--- config.mk ---
export PLATFORM = sky130hd
export DESIGN_NAME = mem_access_sequencer
export DESIGN_NICKNAME = d
export VERILOG_FILES = /design/src/rtl/mem_access_sequencer.sv
export SDC_FILE = /design/constraint.sdc
export NUM_CORES = 1
export LEC_CHECK = 0
export ABC_AREA = 1
export CAP_MARGIN = 20
export CORE_MARGIN = 4
export CORE_UTILIZATION = 35
export DETAILED_ROUTE_END_ITERATION = 6
export HOLD_SLACK_MARGIN = 0.08
export PLACE_DENSITY = 0.61
export SETUP_SLACK_MARGIN = 0.2
export SLEW_MARGIN = 10
export SYNTH_ARGS = -nofsm -noshare
export SYNTH_HDL_FRONTEND = slang
export SYNTH_SLANG_ARGS = --single-unit
--- constraint.sdc ---
create_clock -name clk -period 2.2 [get_ports clk]
set_input_delay 0.44 -clock clk [delete_from_list [all_inputs] [get_ports clk]]
set_output_delay 0.44 -clock clk [all_outputs]
set_load 0.05 [all_outputs]
--- src/rtl/mem_access_sequencer.sv ---
// Multi-cycle control sequencer for a fetch/decode/execute datapath with a
// single shared memory port; exposes its FSM state and a retired-instruction count.
module mem_access_sequencer #(
    parameter int CNT_WIDTH = 16
) (
    input  logic                 clk,
    input  logic                 reset,
    input  logic [3:0]           opcode,
    input  logic [3:0]           ext_op,
    input  logic                 cond_true,
    input  logic                 mem_ready,
    output logic                 addr_sel,
    output logic                 ir_load,
    output logic                 pc_en,
    output logic                 pc_src,
    output logic                 mem_we,
    output logic                 rf_we,
    output logic                 wb_sel,
    output logic [2:0]           state,
    output logic [CNT_WIDTH-1:0] retired
);

    localparam logic [2:0] FETCH   = 3'd0;
    localparam logic [2:0] DECODE  = 3'd1;
    localparam logic [2:0] EXEC    = 3'd2;
    localparam logic [2:0] LOAD    = 3'd3;
    localparam logic [2:0] LOAD_WB = 3'd4;
    localparam logic [2:0] STORE   = 3'd5;
    localparam logic [2:0] JUMP    = 3'd6;

    localparam logic [CNT_WIDTH-1:0] CNT_ONE = {{(CNT_WIDTH-1){1'b0}}, 1'b1};

    logic [2:0] cur;
    logic [2:0] nxt;
    logic       retire;

    // Memory handshake: a memory phase (FETCH, LOAD, STORE) holds its address
    // and strobes stable and completes only in the cycle mem_ready is 1; each
    // cycle with mem_ready=0 is one wait state.
    always_comb begin
        nxt    = FETCH;
        retire = 1'b0;
        case (cur)
            FETCH:   nxt = mem_ready ? DECODE : FETCH;
            DECODE: begin
                if (opcode == 4'h4 && ext_op == 4'h0)
                    nxt = LOAD;
                else if (opcode == 4'h4 && ext_op == 4'h4)
                    nxt = STORE;
                else if (opcode == 4'h4 && ext_op == 4'hC)
                    nxt = JUMP;
                else
                    nxt = EXEC;
            end
            EXEC: begin
                nxt    = FETCH;
                retire = 1'b1;
            end
            LOAD:    nxt = mem_ready ? LOAD_WB : LOAD;
            LOAD_WB: begin
                nxt    = FETCH;
                retire = 1'b1;
            end
            STORE: begin
                nxt    = mem_ready ? FETCH : STORE;
                retire = mem_ready;
            end
            JUMP: begin
                nxt    = FETCH;
                retire = 1'b1;
            end
            default: nxt = FETCH;
        endcase
    end

    always_ff @(posedge clk or posedge reset) begin
        if (reset) begin
            cur     <= FETCH;
            retired <= '0;
        end else begin
            cur <= nxt;
            if (retire)
                retired <= retired + CNT_ONE;
        end
    end

    // Gated by reset so the mem_ready-dependent strobes also drop immediately.
    always_comb begin
        addr_sel = 1'b0;
        ir_load  = 1'b0;
        pc_en    = 1'b0;
        pc_src   = 1'b0;
        mem_we   = 1'b0;
        rf_we    = 1'b0;
        wb_sel   = 1'b0;
        if (!reset) begin
            case (cur)
                FETCH:   ir_load = mem_ready;
                EXEC: begin
                    rf_we = 1'b1;
                    pc_en = 1'b1;
                end
                LOAD:    addr_sel = 1'b1;
                LOAD_WB: begin
                    addr_sel = 1'b1;
                    rf_we    = 1'b1;
                    wb_sel   = 1'b1;
                    pc_en    = 1'b1;
                end
                STORE: begin
                    addr_sel = 1'b1;
                    mem_we   = 1'b1;
                    pc_en    = mem_ready;
                end
                JUMP: begin
                    pc_en  = 1'b1;
                    pc_src = cond_true;
                end
                default: ;
            endcase
        end
    end

    assign state = cur;

endmodule
* Word-level counts from Yosys, hierarchy flattened
Cells that the tools add are included.
** Storage, ports and cells
- Register bits after elaboration :: 19
- Input port bits :: 12
- Output and inout port bits :: 26
- Word-level logic and storage cells :: 41
** Cells by class
- $add $sub $neg :: 1
- Equal/unequal tests :: 9
- Multiplexer cells :: 21
- Reductions and logical operators :: 8
** Operators by type and width (count)
- adder 16 x 1 -> 16 bit, second input constant :: 1
- two-way mux 3 bit :: 5
- two-way mux 1 bit :: 14
- case mux 3 bit (4 select lines) :: 1
- == test 3 bit, second input constant :: 3
- == test 4 x 3 -> 1 bit, second input constant :: 2
- == test 3 x 2 -> 1 bit, second input constant :: 2
- OR reduction 3 bit :: 2
- == test 4 bit, second input constant :: 1
- zero test 4 bit :: 1
- == test 3 x 1 -> 1 bit, second input constant :: 1
- logical AND 1 bit :: 3
- zero test 3 bit :: 1
- case mux 1 bit (2 select lines) :: 1
- OR reduction 2 bit :: 1

* Logic depth before layout (Yosys ltp)
Gate-level depths: netlist of the first run.
- Word-level depth :: 6
- Depth in mapped cells :: 9
- Mapped depth without buffers :: 9

* Worst setup path before layout of the first run
OpenSTA, ideal clock, no wires.
- Kind :: flip-flop to output port
- Start point :: register cur[2], in the netlist state[2]
- End point :: output rf_we
- Arrival time :: 2.188 ns
- Required time :: 1.760 ns
- Path slack :: -0.428 ns
- Stages on the path, launching flop included :: 5
- Buffers on the path :: 0
- Path through :: dfrtp_1 > inv_1 > nor2_1 > inv_1 > a211oi_1
** On the way
- Longest elaborated chain between the ends :: 4
- Elaborated cells on any way between the ends :: 5
- Those cells by class :: eq/ne: 2; mux: 2; reduce/logical: 1
** Ends and longest elaborated chain
- from (decl) :: RTL line 33 : logic [2:0] cur;
- from (signal assigned) :: RTL line 81 : cur <= nxt;
- == test 3 bit / == test 3 x 2 -> 1 bit (equally long branches) :: RTL line 97 : case (cur)
- OR reduction 2 bit (no line) (*)
- two-way mux 1 bit (*) :: RTL line 97
- two-way mux 1 bit (*) :: RTL line 96 : if (!reset) begin
- to (decl) :: RTL line 17 : output logic rf_we,
Mark *: on every way between the ends. The rest lies on a longest branch, timed or not.

* Final worst setup path of the first run
- Start point :: register cur[2], in the netlist state[2]
- End point :: output state[2]
** RTL lines
- to (decl) :: RTL line 19 : output logic [2:0] state,
No word-level cell between the ends.

==> results of run 1 <==
## power by group through the flow
stage	Sequential, mW	Clock (mW)	Combinational (mW)
floorplan	0.736	0	0.398
global placement	0.525	0	0.901
detailed placement	0.527	0	0.910
CTS	0.520	0.187	0.878
global route	0.534	0.198	0.936
finish	0.519	0.178	0.871
## final cells by class
| type | instances | share of cell area [%] |
|---|---|---|
| sequential | 19 | 26.89 |
| multi-input combinational | 121 | 38.04 |
| clock buffer | 4 | 1.482 |
| tap | 44 | 3.105 |
| inverter | 22 | 4.658 |
| timing repair buffer | 40 | 25.83 |
## cells in the mapped netlist, drive strengths merged
cell type   n  area share [%]
a211oi      1            0.63
a21oi       2            0.84
buf         1            0.95
clkbuf      1            0.32
dfrtp      19              40
ha          1             1.1
inv        22             6.9
nand2      55              19
nand3      10             4.2
nand3b      2             1.3
nand4       6             3.2
nor2       30              12
nor3        3             1.3
o22ai       1            0.53
o31ai       1            0.63
xnor2       1            0.74
xor2        8             5.9
## sequential cells by signal, indices dropped and copies added, names as in the netlist
name / count
state: 3
retired: 16
## layer usage
metal,vias to the layer above,GRT usage [%],part of all wire (%)
met4,0,2.284,0.45
met5,-,0,0
met3,2,4.592,5.3
met1,537,18.14,45
li1,594,-,-
met2,26,26.15,50
## worst max-delay path by stage
stage               startpoint  endpoint  slack, ns  cells past startpoint
floorplan             state[2]     rf_we       0.11                      4
global placement     mem_ready     pc_en       0.25                      6
detailed placement   mem_ready     pc_en       0.25                      6
CTS                   state[2]  addr_sel       0.20                      6
global route          state[2]  addr_sel       0.19                      6
finish                state[2]  state[2]       0.25                      1
## logic make-up (layout without fill, tap and decap cells)
| group | Yosys count | in the layout | share of synthesized area, % |
|---|---|---|---|
| simple gates | 106 | 106 | 41.53 |
| buf+inv | 24 | 66 | 8.202 |
| flops | 19 | 19 | 39.96 |
| xor+xnor | 9 | 9 | 6.625 |
| compound gates | 5 | 5 | 2.630 |
| fa+ha+maj | 1 | 1 | 1.051 |
## through the flow
step / std cells / util, % / setup WS, ns / power (mW)
2_1_floorplan: 164 / - / 0.1119 / 1.134
3_3_place_gp: 246 / 55.40 / 0.2542 / 1.426
3_5_place_dp: 246 / 55.40 / 0.2451 / 1.437
4_1_cts: 250 / 55.67 / 0.1978 / 1.584
5_1_grt: 250 / 56.23 / 0.1863 / 1.668
6_report: 250 / 56.23 / 0.2529 / 1.569
## what timing repair did
action / in CTS / in global routing
setup endpoints to repair: 15 / 6
gates resized for setup: 15 / 7
hold buffers: 0 / 0
==> flow_results.xml, run 1 <==
<?xml version="1.0" encoding="UTF-8"?>
<metrics>
  <group name="run_status">
    <metric name="status" unit="">finished, final reports clean</metric>
  </group>
  <group name="logic_synthesis">
    <metric name="synthCells" unit="">164</metric>
    <metric name="synth_sequential_area_ratio" unit="%">39.96</metric>
    <metric name="yosys_warnings" unit="">0</metric>
    <metric name="ys_seq_elements" unit="">19</metric>
    <metric name="synth_area" unit="µm²">1190</metric>
    <metric name="synth_fp_nets" unit="">177</metric>
    <metric name="yosys.cell_types.count" unit="">22</metric>
    <metric name="syn-mean-instance-area" unit="µm²">7.255</metric>
  </group>
  <group name="setup_path">
    <metric name="timing.critical_path.from_type" unit="">flop</metric>
    <metric name="worstReg2RegStart" unit="">retired[1]</metric>
    <metric name="worst_r2r_setup_slack" unit="ns">0.75</metric>
    <metric name="timing.critical_path.to_type" unit="">output port</metric>
    <metric name="worst_r2r_path_depth" unit="">7</metric>
    <metric name="worst_ep_required_time" unit="ns">1.76</metric>
    <metric name="timing.critical_path.slowest_stage_cell" unit="">clkdlybuf4s50_1</metric>
    <metric name="path_class" unit="">reg2out</metric>
    <metric name="slowest_delay" unit="ns">0.82</metric>
    <metric name="worst-path-max-fanout" unit="">3</metric>
    <metric name="critical_path.reg2reg.endpoint" unit="">retired[10]</metric>
    <metric name="cpLargestDelayFamily" unit="">buffers and inverters</metric>
    <metric name="critical_path_buf_inv_count" unit="">1</metric>
    <metric name="critical_path_arrival" unit="ns">1.51</metric>
    <metric name="cell_by_cell_trace_of_the_critical_path" unit="">clkdlybuf4s50_1</metric>
  </group>
  <group name="floorplan">
    <metric name="io-pin-count" unit="">38</metric>
    <metric name="initial_utilization" unit="%">37.74</metric>
    <metric name="floorplan_die_width" unit="µm">66.31</metric>
    <metric name="core.rowCount" unit="">20</metric>
    <metric name="fp.dieArea" unit="µm²">4396</metric>
    <metric name="coreArea" unit="µm²">3153</metric>
    <metric name="fp.dieH" unit="µm">66.31</metric>
  </group>
  <group name="grt">
    <metric name="global_route_congestion_overflow_total" unit="">0</metric>
    <metric name="pin_count_of_the_biggest_net_entering_global_routing" unit="">20</metric>
    <metric name="grt_pass1_wl" unit="µm">5092</metric>
    <metric name="grt_antenna_before_repair" unit="">0</metric>
    <metric name="global_route.usage.total" unit="%">14.93</metric>
    <metric name="grt_pass1_vias" unit="">1150</metric>
  </group>
  <group name="sta">
    <metric name="final.setup_skew" unit="ns">0.005975</metric>
    <metric name="rsz0062_at_grt" unit="">yes</metric>
    <metric name="final_report_hold_violation_count" unit="">0</metric>
    <metric name="fin_setup_tns" unit="ns">0</metric>
    <metric name="max_clock_freq" unit="GHz">0.5136</metric>
    <metric name="setup_viol" unit="">0</metric>
    <metric name="layout_worst_path_cycle_share" unit="%">88.51</metric>
    <metric name="tightest_slew" unit="ns">0.5083</metric>
    <metric name="max-slew-margin-rel" unit="%">66.06</metric>
    <metric name="finalWorstPathRequiredPeriod" unit="ns">1.947</metric>
    <metric name="final-max-slew-violation-count" unit="">0</metric>
    <metric name="timing.hold.ws" unit="ns">0.5125</metric>
  </group>
  <group name="placement">
    <metric name="dp.final_hpwl" unit="µm">2335</metric>
    <metric name="io_buffer_count" unit="">37</metric>
    <metric name="placedInstanceArea" unit="µm²">1747</metric>
    <metric name="gpl.final_weighted_congestion" unit="">0.7762</metric>
  </group>
  <group name="power_and_ir_drop">
    <metric name="p_leak" unit="nW">0.8503</metric>
    <metric name="logic_pwr_share" unit="%">55.6</metric>
    <metric name="clock_power_share" unit="%">11.3</metric>
    <metric name="internal_power" unit="mW">0.7732</metric>
    <metric name="p_sw_share" unit="%">50.71</metric>
    <metric name="powerDensity" unit="nW/µm²">884.8</metric>
    <metric name="power.sequential.fraction" unit="%">33.1</metric>
    <metric name="p_switching" unit="mW">0.7955</metric>
    <metric name="ir_drop" unit="V">0.0007600</metric>
  </group>
  <group name="cts">
    <metric name="cts_setup_buffers" unit="">0</metric>
    <metric name="numCtsBuffers" unit="">3</metric>
    <metric name="clock_latency" unit="ns">0.30</metric>
    <metric name="clock-sinks" unit="">19</metric>
    <metric name="cts_tree" unit="">done</metric>
    <metric name="cts_root_buf" unit="">clkbuf_4</metric>
    <metric name="htree_num_levels" unit="">1</metric>
    <metric name="clk_transition_reported_paths" unit="ns">0.10</metric>
    <metric name="clock_tree.buffer_depth" unit="">2</metric>
  </group>
  <group name="cells_and_area">
    <metric name="fraction_of_layout_cells_with_a_size_suffix_above_1" unit="%">17.96</metric>
    <metric name="diodes" unit="">0</metric>
    <metric name="n_fill_cell" unit="">314</metric>
    <metric name="final_nets" unit="">220</metric>
    <metric name="syn_to_final_growth" unit="%">49.00</metric>
    <metric name="post-route-cell-area" unit="µm²">1773</metric>
    <metric name="multiInputGateArea" unit="µm²">674.4</metric>
    <metric name="commonest_non_fill_non_tap_cells_in_the_layout" unit="">nand2_1, nor2_1, inv_1</metric>
    <metric name="sequential_cell_area" unit="µm²">476.7</metric>
    <metric name="layout.cells.most_common" unit="">nand2_1</metric>
  </group>
  <group name="min_path">
    <metric name="hold_path.class" unit="">in2reg</metric>
    <metric name="hp-start" unit="">mem_ready</metric>
    <metric name="holdPathEnd" unit="">state[1]</metric>
    <metric name="hold_depth" unit="">2</metric>
  </group>
  <group name="route">
    <metric name="post_drt_wl_per_cell" unit="µm">11.50</metric>
    <metric name="ant_nets" unit="">0</metric>
    <metric name="detail_route.first_pass.iterations" unit="">4</metric>
    <metric name="detail_route.iter0.violations" unit="">49</metric>
    <metric name="detailroute.via_count" unit="">1159</metric>
    <metric name="finalWirelength" unit="µm">2874</metric>
    <metric name="detail_route.vias_per_cell" unit="">4.636</metric>
    <metric name="drt_drc_violations_left" unit="">0</metric>
  </group>
  <group name="flow_run">
    <metric name="timing.max_cap.violations" unit="">0</metric>
  </group>
</metrics>
Power figures use the tool's default switching activity.
==> run 2: changes to the inputs <==
--- a/config.mk
+++ b/config.mk
@@ -10,8 +10,9 @@
 export CORE_MARGIN = 4
 export CORE_UTILIZATION = 35
 export DETAILED_ROUTE_END_ITERATION = 6
+export DONT_BUFFER_PORTS = 1
 export HOLD_SLACK_MARGIN = 0.08
-export PLACE_DENSITY = 0.61
+export PLACE_DENSITY = 0.47
 export SETUP_SLACK_MARGIN = 0.2
 export SLEW_MARGIN = 10
 export SYNTH_ARGS = -nofsm -noshare
==> flow_results.xml, run 2 (synthesized netlist as in run 1, its figures left out) <==
<?xml version="1.0" encoding="UTF-8"?>
<metrics>
  <group name="route">
    <metric name="detail_route.first_pass.iterations" unit="">4</metric>
    <metric name="detailroute.via_count" unit="">1138</metric>
    <metric name="drt_drc_violations_left" unit="">0</metric>
    <metric name="detail_route.vias_per_cell" unit="">4.863</metric>
    <metric name="ant_nets" unit="">0</metric>
    <metric name="post_drt_wl_per_cell" unit="µm">12.21</metric>
    <metric name="finalWirelength" unit="µm">2857</metric>
    <metric name="detail_route.iter0.violations" unit="">61</metric>
  </group>
  <group name="sta">
    <metric name="max-slew-margin-rel" unit="%">51.86</metric>
    <metric name="finalWorstPathRequiredPeriod" unit="ns">1.934</metric>
    <metric name="rsz0062_at_grt" unit="">yes</metric>
    <metric name="layout_worst_path_cycle_share" unit="%">87.93</metric>
    <metric name="final_report_hold_violation_count" unit="">0</metric>
    <metric name="final.setup.worst_slack" unit="ns">0.2656</metric>
    <metric name="fin_setup_tns" unit="ns">0</metric>
    <metric name="max_clock_freq" unit="GHz">0.5170</metric>
    <metric name="final.setup_skew" unit="ns">0.001461</metric>
    <metric name="tightest_slew" unit="ns">0.7214</metric>
    <metric name="final-max-slew-violation-count" unit="">0</metric>
    <metric name="setup_viol" unit="">0</metric>
  </group>
  <group name="floorplan">
    <metric name="core.rowCount" unit="">20</metric>
    <metric name="floorplan_die_width" unit="µm">66.31</metric>
    <metric name="coreArea" unit="µm²">3153</metric>
    <metric name="fp.dieArea" unit="µm²">4396</metric>
    <metric name="initial_utilization" unit="%">37.74</metric>
    <metric name="fp.dieH" unit="µm">66.31</metric>
    <metric name="io-pin-count" unit="">38</metric>
  </group>
  <group name="grt">
    <metric name="global_route_congestion_overflow_total" unit="">0</metric>
    <metric name="grt_pass1_vias" unit="">1030</metric>
    <metric name="grt_pass1_wl" unit="µm">4692</metric>
    <metric name="grt_antenna_before_repair" unit="">0</metric>
    <metric name="global_route.usage.total" unit="%">14.06</metric>
    <metric name="pin_count_of_the_biggest_net_entering_global_routing" unit="">20</metric>
  </group>
  <group name="power_and_ir_drop">
    <metric name="powerDensity" unit="nW/µm²">993.1</metric>
    <metric name="p_leak" unit="nW">0.7262</metric>
    <metric name="ir_drop" unit="V">0.0006400</metric>
  </group>
  <group name="cts">
    <metric name="clock_tree.buffer_depth" unit="">2</metric>
    <metric name="numCtsBuffers" unit="">3</metric>
    <metric name="htree_num_levels" unit="">1</metric>
    <metric name="cts_tree" unit="">done</metric>
    <metric name="clk_transition_reported_paths" unit="ns">0.11</metric>
    <metric name="clock-sinks" unit="">19</metric>
    <metric name="clock_latency" unit="ns">0.30</metric>
    <metric name="cts_root_buf" unit="">clkbuf_4</metric>
  </group>
  <group name="min_path">
    <metric name="hold_path.class" unit="">in2async</metric>
  </group>
  <group name="setup_path">
    <metric name="timing.critical_path.to_type" unit="">output port</metric>
    <metric name="worst-path-max-fanout" unit="">3</metric>
    <metric name="cell_by_cell_trace_of_the_critical_path" unit="">inv_2 &gt; buf_4 &gt; nor2_2 &gt; inv_2 &gt; a211oi_4 &gt; buf_12</metric>
    <metric name="worst_ep_required_time" unit="ns">1.76</metric>
    <metric name="timing.critical_path.from_type" unit="">flop</metric>
    <metric name="path_class" unit="">reg2out</metric>
    <metric name="critical-path-top-cell-by-count" unit="">inv_2</metric>
    <metric name="critical_path_arrival" unit="ns">1.49</metric>
    <metric name="slowest_delay" unit="ns">0.37</metric>
    <metric name="timing.critical_path.slowest_stage_cell" unit="">dfrtp_1</metric>
  </group>
  <group name="cells_and_area">
    <metric name="commonest_non_fill_non_tap_cells_in_the_layout" unit="">nand2_1, buf_4, nor2_1</metric>
    <metric name="syn_to_final_growth" unit="%">28.50</metric>
    <metric name="number_of_flip_flops_under_the_largest_register_name" unit="">16</metric>
    <metric name="count_of_placed_standard_cells_in_the_final_layout_fillers_left_out" unit="">234</metric>
    <metric name="fraction_of_layout_cells_with_a_size_suffix_above_1" unit="%">28.42</metric>
    <metric name="n_fill_cell" unit="">341</metric>
    <metric name="largest_register" unit="">retired</metric>
    <metric name="final_nets" unit="">204</metric>
    <metric name="diodes" unit="">0</metric>
    <metric name="layout.cells.most_common" unit="">nand2_1</metric>
  </group>
  <group name="placement">
    <metric name="dp.final_hpwl" unit="µm">2171</metric>
    <metric name="gpl.final_weighted_congestion" unit="">0.7924</metric>
    <metric name="preCtsSetupSlack" unit="ns">0.4449</metric>
    <metric name="dp.cells" unit="">226</metric>
    <metric name="io_buffer_count" unit="">0</metric>
  </group>
  <group name="run_status">
    <metric name="status" unit="">finished, final reports clean</metric>
  </group>
  <group name="flow_run">
    <metric name="timing.max_cap.violations" unit="">0</metric>
  </group>
</metrics>
run 2: cell types whose count changed in the layout (fill, tap and decap cells not counted), sizes merged:
cell,delta
dlygate4sd2,-14
dlymetal6s2s,-5
buf,+14
clkdlybuf4s50,-11
run 2: worst max-delay path: cells and delay by family, from the launching register on:
family	cells	cell delay [ns]
buffers and inverters	4	0.45
flip-flops	1	0.37
AO/OA/AOI/OAI	1	0.28
AND/OR/NAND/NOR	1	0.10
run 2: worst paths after layout:
kind                          endpoint         from  slack, ns  cells past startpoint
hold / removal              retired[7]        reset       0.14                      1
hold reg to reg            retired[13]  retired[13]       0.57                      2
setup / recovery                 rf_we     state[2]       0.27                      6
min in group clk              state[1]    mem_ready       0.25                      1
setup reg to reg           retired[10]   retired[2]       0.59                      6
max in group asynchronous     state[1]        reset       1.57                      1
run 2: repair_timing:
item,in CTS,in global routing
resized for setup,1,8
endpoints found under the setup margin,1,4
hold buffers,0,0
buffers inserted,3,1
pin swaps,1,3
run 2: cell type report:
| class | instances | area, µm² | area share, % |
|---|---|---|---|
| clock buffer | 4 | 26.28 | 1.718 |
| inverter | 22 | 82.58 | 5.401 |
| multi-input combinational | 121 | 690.7 | 45.17 |
| sequential | 19 | 478.0 | 31.26 |
| tap | 44 | 55.05 | 3.601 |
| timing repair buffer | 24 | 196.4 | 12.85 |
run 2: power breakdown:
| part | total [mW] | switching [mW] | leakage, nW | internal [mW] |
|---|---|---|---|---|
| clock network | 0.178 | 0.108 | 0.0150 | 0.0707 |
| registers | 0.553 | 0.136 | 0.231 | 0.416 |
| logic | 0.787 | 0.559 | 0.480 | 0.229 |
| total | 1.52 | 0.803 | 0.726 | 0.716 |
run 2: stage by stage:
step	area, µm²	utilization [%]	power (mW)	hold WS, ns
after global placement	1446	45.87	1.294	0.5124
after CTS	1495	47.42	1.490	0.1634
after floorplan	1244	-	1.134	0.5509
after global routing	1529	48.49	1.609	0.1998
after detailed placement	1446	45.87	1.294	0.5023
final	1529	48.49	1.518	0.1375
run 2: routing by layer:
layer,global-route usage [%],vias to the layer above,part of all wire (%)
li1,-,567,-
met1,16.42,527,41
met2,23.05,39,50
met3,6.122,5,8.5
met4,4.315,0,0.95
met5,0,-,0
==> run 3: changes to the inputs <==
--- a/config.mk
+++ b/config.mk
@@ -7,11 +7,12 @@
 export LEC_CHECK = 0
 export ABC_AREA = 1
 export CAP_MARGIN = 20
-export CORE_MARGIN = 4
+export CORE_MARGIN = 2
 export CORE_UTILIZATION = 35
 export DETAILED_ROUTE_END_ITERATION = 6
 export DONT_BUFFER_PORTS = 1
 export HOLD_SLACK_MARGIN = 0.08
+export MAX_ROUTING_LAYER = met4
 export PLACE_DENSITY = 0.47
 export SETUP_SLACK_MARGIN = 0.2
 export SLEW_MARGIN = 10
==> flow_results.xml, run 3 (synthesized netlist as in run 1, its figures left out) <==
<?xml version="1.0" encoding="UTF-8"?>
<metrics>
  <group name="sta">
    <metric name="finalWorstPathRequiredPeriod" unit="ns">1.929</metric>
    <metric name="setup_viol" unit="">0</metric>
    <metric name="rsz0062_at_grt" unit="">no</metric>
    <metric name="max-slew-margin-rel" unit="%">50.20</metric>
    <metric name="final_report_hold_violation_count" unit="">0</metric>
    <metric name="tightest_slew" unit="ns">0.7462</metric>
    <metric name="fin_setup_tns" unit="ns">0</metric>
    <metric name="final.setup.worst_slack" unit="ns">0.2712</metric>
    <metric name="max_clock_freq" unit="GHz">0.5185</metric>
    <metric name="final.setup_skew" unit="ns">0.01343</metric>
    <metric name="final-max-slew-violation-count" unit="">0</metric>
    <metric name="layout_worst_path_cycle_share" unit="%">87.67</metric>
  </group>
  <group name="cells_and_area">
    <metric name="post-route-cell-area" unit="µm²">1514</metric>
    <metric name="diodes" unit="">0</metric>
    <metric name="layout.cells.most_common" unit="">nand2_1</metric>
    <metric name="final_nets" unit="">202</metric>
    <metric name="number_of_flip_flops_under_the_largest_register_name" unit="">16</metric>
    <metric name="count_of_placed_standard_cells_in_the_final_layout_fillers_left_out" unit="">234</metric>
    <metric name="fraction_of_layout_cells_with_a_size_suffix_above_1" unit="%">25.53</metric>
    <metric name="commonest_non_fill_non_tap_cells_in_the_layout" unit="">nand2_1, nor2_1, buf_4</metric>
    <metric name="largest_register" unit="">retired</metric>
    <metric name="n_fill_cell" unit="">370</metric>
    <metric name="syn_to_final_growth" unit="%">27.23</metric>
  </group>
  <group name="cts">
    <metric name="cts_tree" unit="">done</metric>
    <metric name="hold_buffers" unit="">0</metric>
    <metric name="htree_num_levels" unit="">1</metric>
    <metric name="clk_transition_reported_paths" unit="ns">0.12</metric>
    <metric name="cts_root_buf" unit="">clkbuf_4</metric>
    <metric name="clock_latency" unit="ns">0.31</metric>
    <metric name="clock-sinks" unit="">19</metric>
    <metric name="clock_tree.buffer_depth" unit="">2</metric>
    <metric name="numCtsBuffers" unit="">3</metric>
  </group>
  <group name="power_and_ir_drop">
    <metric name="p_leak" unit="nW">0.7166</metric>
    <metric name="powerDensity" unit="nW/µm²">989.7</metric>
    <metric name="total_power" unit="mW">1.498</metric>
    <metric name="ir_drop" unit="V">0.0005263</metric>
  </group>
  <group name="floorplan">
    <metric name="io-pin-count" unit="">38</metric>
    <metric name="initial_utilization" unit="%">35.94</metric>
    <metric name="floorplan_die_width" unit="µm">62.31</metric>
    <metric name="fp.dieArea" unit="µm²">3882</metric>
    <metric name="core.rowCount" unit="">21</metric>
    <metric name="coreArea" unit="µm²">3311</metric>
    <metric name="fp.dieH" unit="µm">62.31</metric>
  </group>
  <group name="setup_path">
    <metric name="worstReg2RegStart" unit="">retired[2]</metric>
    <metric name="worst_ep_required_time" unit="ns">1.76</metric>
    <metric name="worst_setup_path_startpoint" unit="">state[2]</metric>
    <metric name="worst_r2r_path_depth" unit="">6</metric>
    <metric name="timing.critical_path.to_type" unit="">output port</metric>
    <metric name="critical_path.reg2reg.endpoint" unit="">retired[10]</metric>
    <metric name="path_class" unit="">reg2out</metric>
    <metric name="timing.critical_path.slowest_stage_cell" unit="">dfrtp_1</metric>
    <metric name="slowest_delay" unit="ns">0.41</metric>
    <metric name="worst-path-max-fanout" unit="">6</metric>
    <metric name="cell_by_cell_trace_of_the_critical_path" unit="">inv_2 &gt; nand2_1 &gt; nor2_1 &gt; inv_1 &gt; a21oi_4 &gt; buf_12</metric>
    <metric name="critical_path_arrival" unit="ns">1.49</metric>
    <metric name="timing.critical_path.from_type" unit="">flop</metric>
    <metric name="worst_r2r_setup_slack" unit="ns">0.56</metric>
  </group>
  <group name="grt">
    <metric name="globalRouteMet2Util" unit="%">22.42</metric>
    <metric name="grt_util_met1" unit="%">21.45</metric>
    <metric name="pin_count_of_the_biggest_net_entering_global_routing" unit="">20</metric>
    <metric name="grt.met3_usage" unit="%">4.167</metric>
    <metric name="grt_antenna_before_repair" unit="">0</metric>
    <metric name="global_route.usage.total" unit="%">15.59</metric>
    <metric name="grt_pass1_vias" unit="">1006</metric>
    <metric name="global_route_congestion_overflow_total" unit="">0</metric>
    <metric name="grt_pass1_wl" unit="µm">4733</metric>
    <metric name="busiest_layer_in_global_routing" unit="">met2</metric>
  </group>
  <group name="min_path">
    <metric name="hold_path.class" unit="">in2async</metric>
  </group>
  <group name="placement">
    <metric name="gpl.final_weighted_congestion" unit="">0.8579</metric>
    <metric name="placedInstanceArea" unit="µm²">1469</metric>
    <metric name="io_buffer_count" unit="">0</metric>
    <metric name="dp.final_hpwl" unit="µm">2065</metric>
    <metric name="preCtsSetupSlack" unit="ns">0.5107</metric>
    <metric name="dp.cells" unit="">229</metric>
  </group>
  <group name="route">
    <metric name="ant_nets" unit="">0</metric>
    <metric name="detail_route.first_pass.iterations" unit="">4</metric>
    <metric name="detail_route.vias_per_cell" unit="">4.671</metric>
    <metric name="finalWirelength" unit="µm">2624</metric>
    <metric name="detail_route.iter0.violations" unit="">67</metric>
    <metric name="post_drt_wl_per_cell" unit="µm">11.21</metric>
    <metric name="detailroute.via_count" unit="">1093</metric>
    <metric name="drt_drc_violations_left" unit="">0</metric>
  </group>
  <group name="run_status">
    <metric name="status" unit="">finished, final reports clean</metric>
  </group>
  <group name="flow_run">
    <metric name="timing.max_cap.violations" unit="">0</metric>
  </group>
</metrics>
run 3: changes by cell type in the layout (fill, tap and decap cells not counted), sizes merged:
cell and delta:
buf -2
run 3: worst max-delay path by stage:
stage | slack, ns | to
6_report | 0.27 | addr_sel
2_1_floorplan | 0.11 | rf_we
5_1_grt | 0.20 | pc_en
4_1_cts | 0.24 | addr_sel
3_5_place_dp | 0.51 | addr_sel
3_3_place_gp | 0.54 | addr_sel
run 3: metrics by stage:
stage / utilization, % / hold slack, ns
after floorplan: - / 0.5509
after global placement: 44.37 / 0.5161
after detailed placement: 44.37 / 0.5104
after CTS: 45.16 / 0.1702
after global routing: 45.73 / 0.1985
final: 45.73 / 0.1292
run 3: layer usage:
layer	up-vias	part of all wire [%]
li1	564	-
met1	504	48
met2	21	45
met3	4	5.8
met4	0	1.1
met5	-	0
run 3: where the power goes:
| part | total, mW | switching (mW) | internal, mW | leakage [nW] |
|---|---|---|---|---|
| registers | 0.557 | 0.142 | 0.415 | 0.233 |
| logic | 0.757 | 0.530 | 0.226 | 0.469 |
| clock network | 0.185 | 0.114 | 0.0708 | 0.0150 |
| total | 1.50 | 0.786 | 0.712 | 0.717 |
run 3: critical path, delay by kind of cell (launching register included):
family	cells	cell delay [ns]
simple gates	2	0.24
buf+inv	3	0.37
flops	1	0.41
compound gates	1	0.15
run 3: area by class of cell:
class                   count  area, µm²  area share [%]
well taps                  46      57.56           3.802
multi-input cells         121      680.7           44.96
flip-flops and latches     19      476.7           31.49
repair buffers             22      190.2           12.56
inverters                  22      82.58           5.455
clock buffers               4      26.28           1.736
run 3: timing repair:
action,4_1_cts,5_1_grt
hold endpoints to repair,0,0
resized for setup,1,2
endpoints found under the setup margin,1,3
pin swaps,0,1
setup buffers,0,1
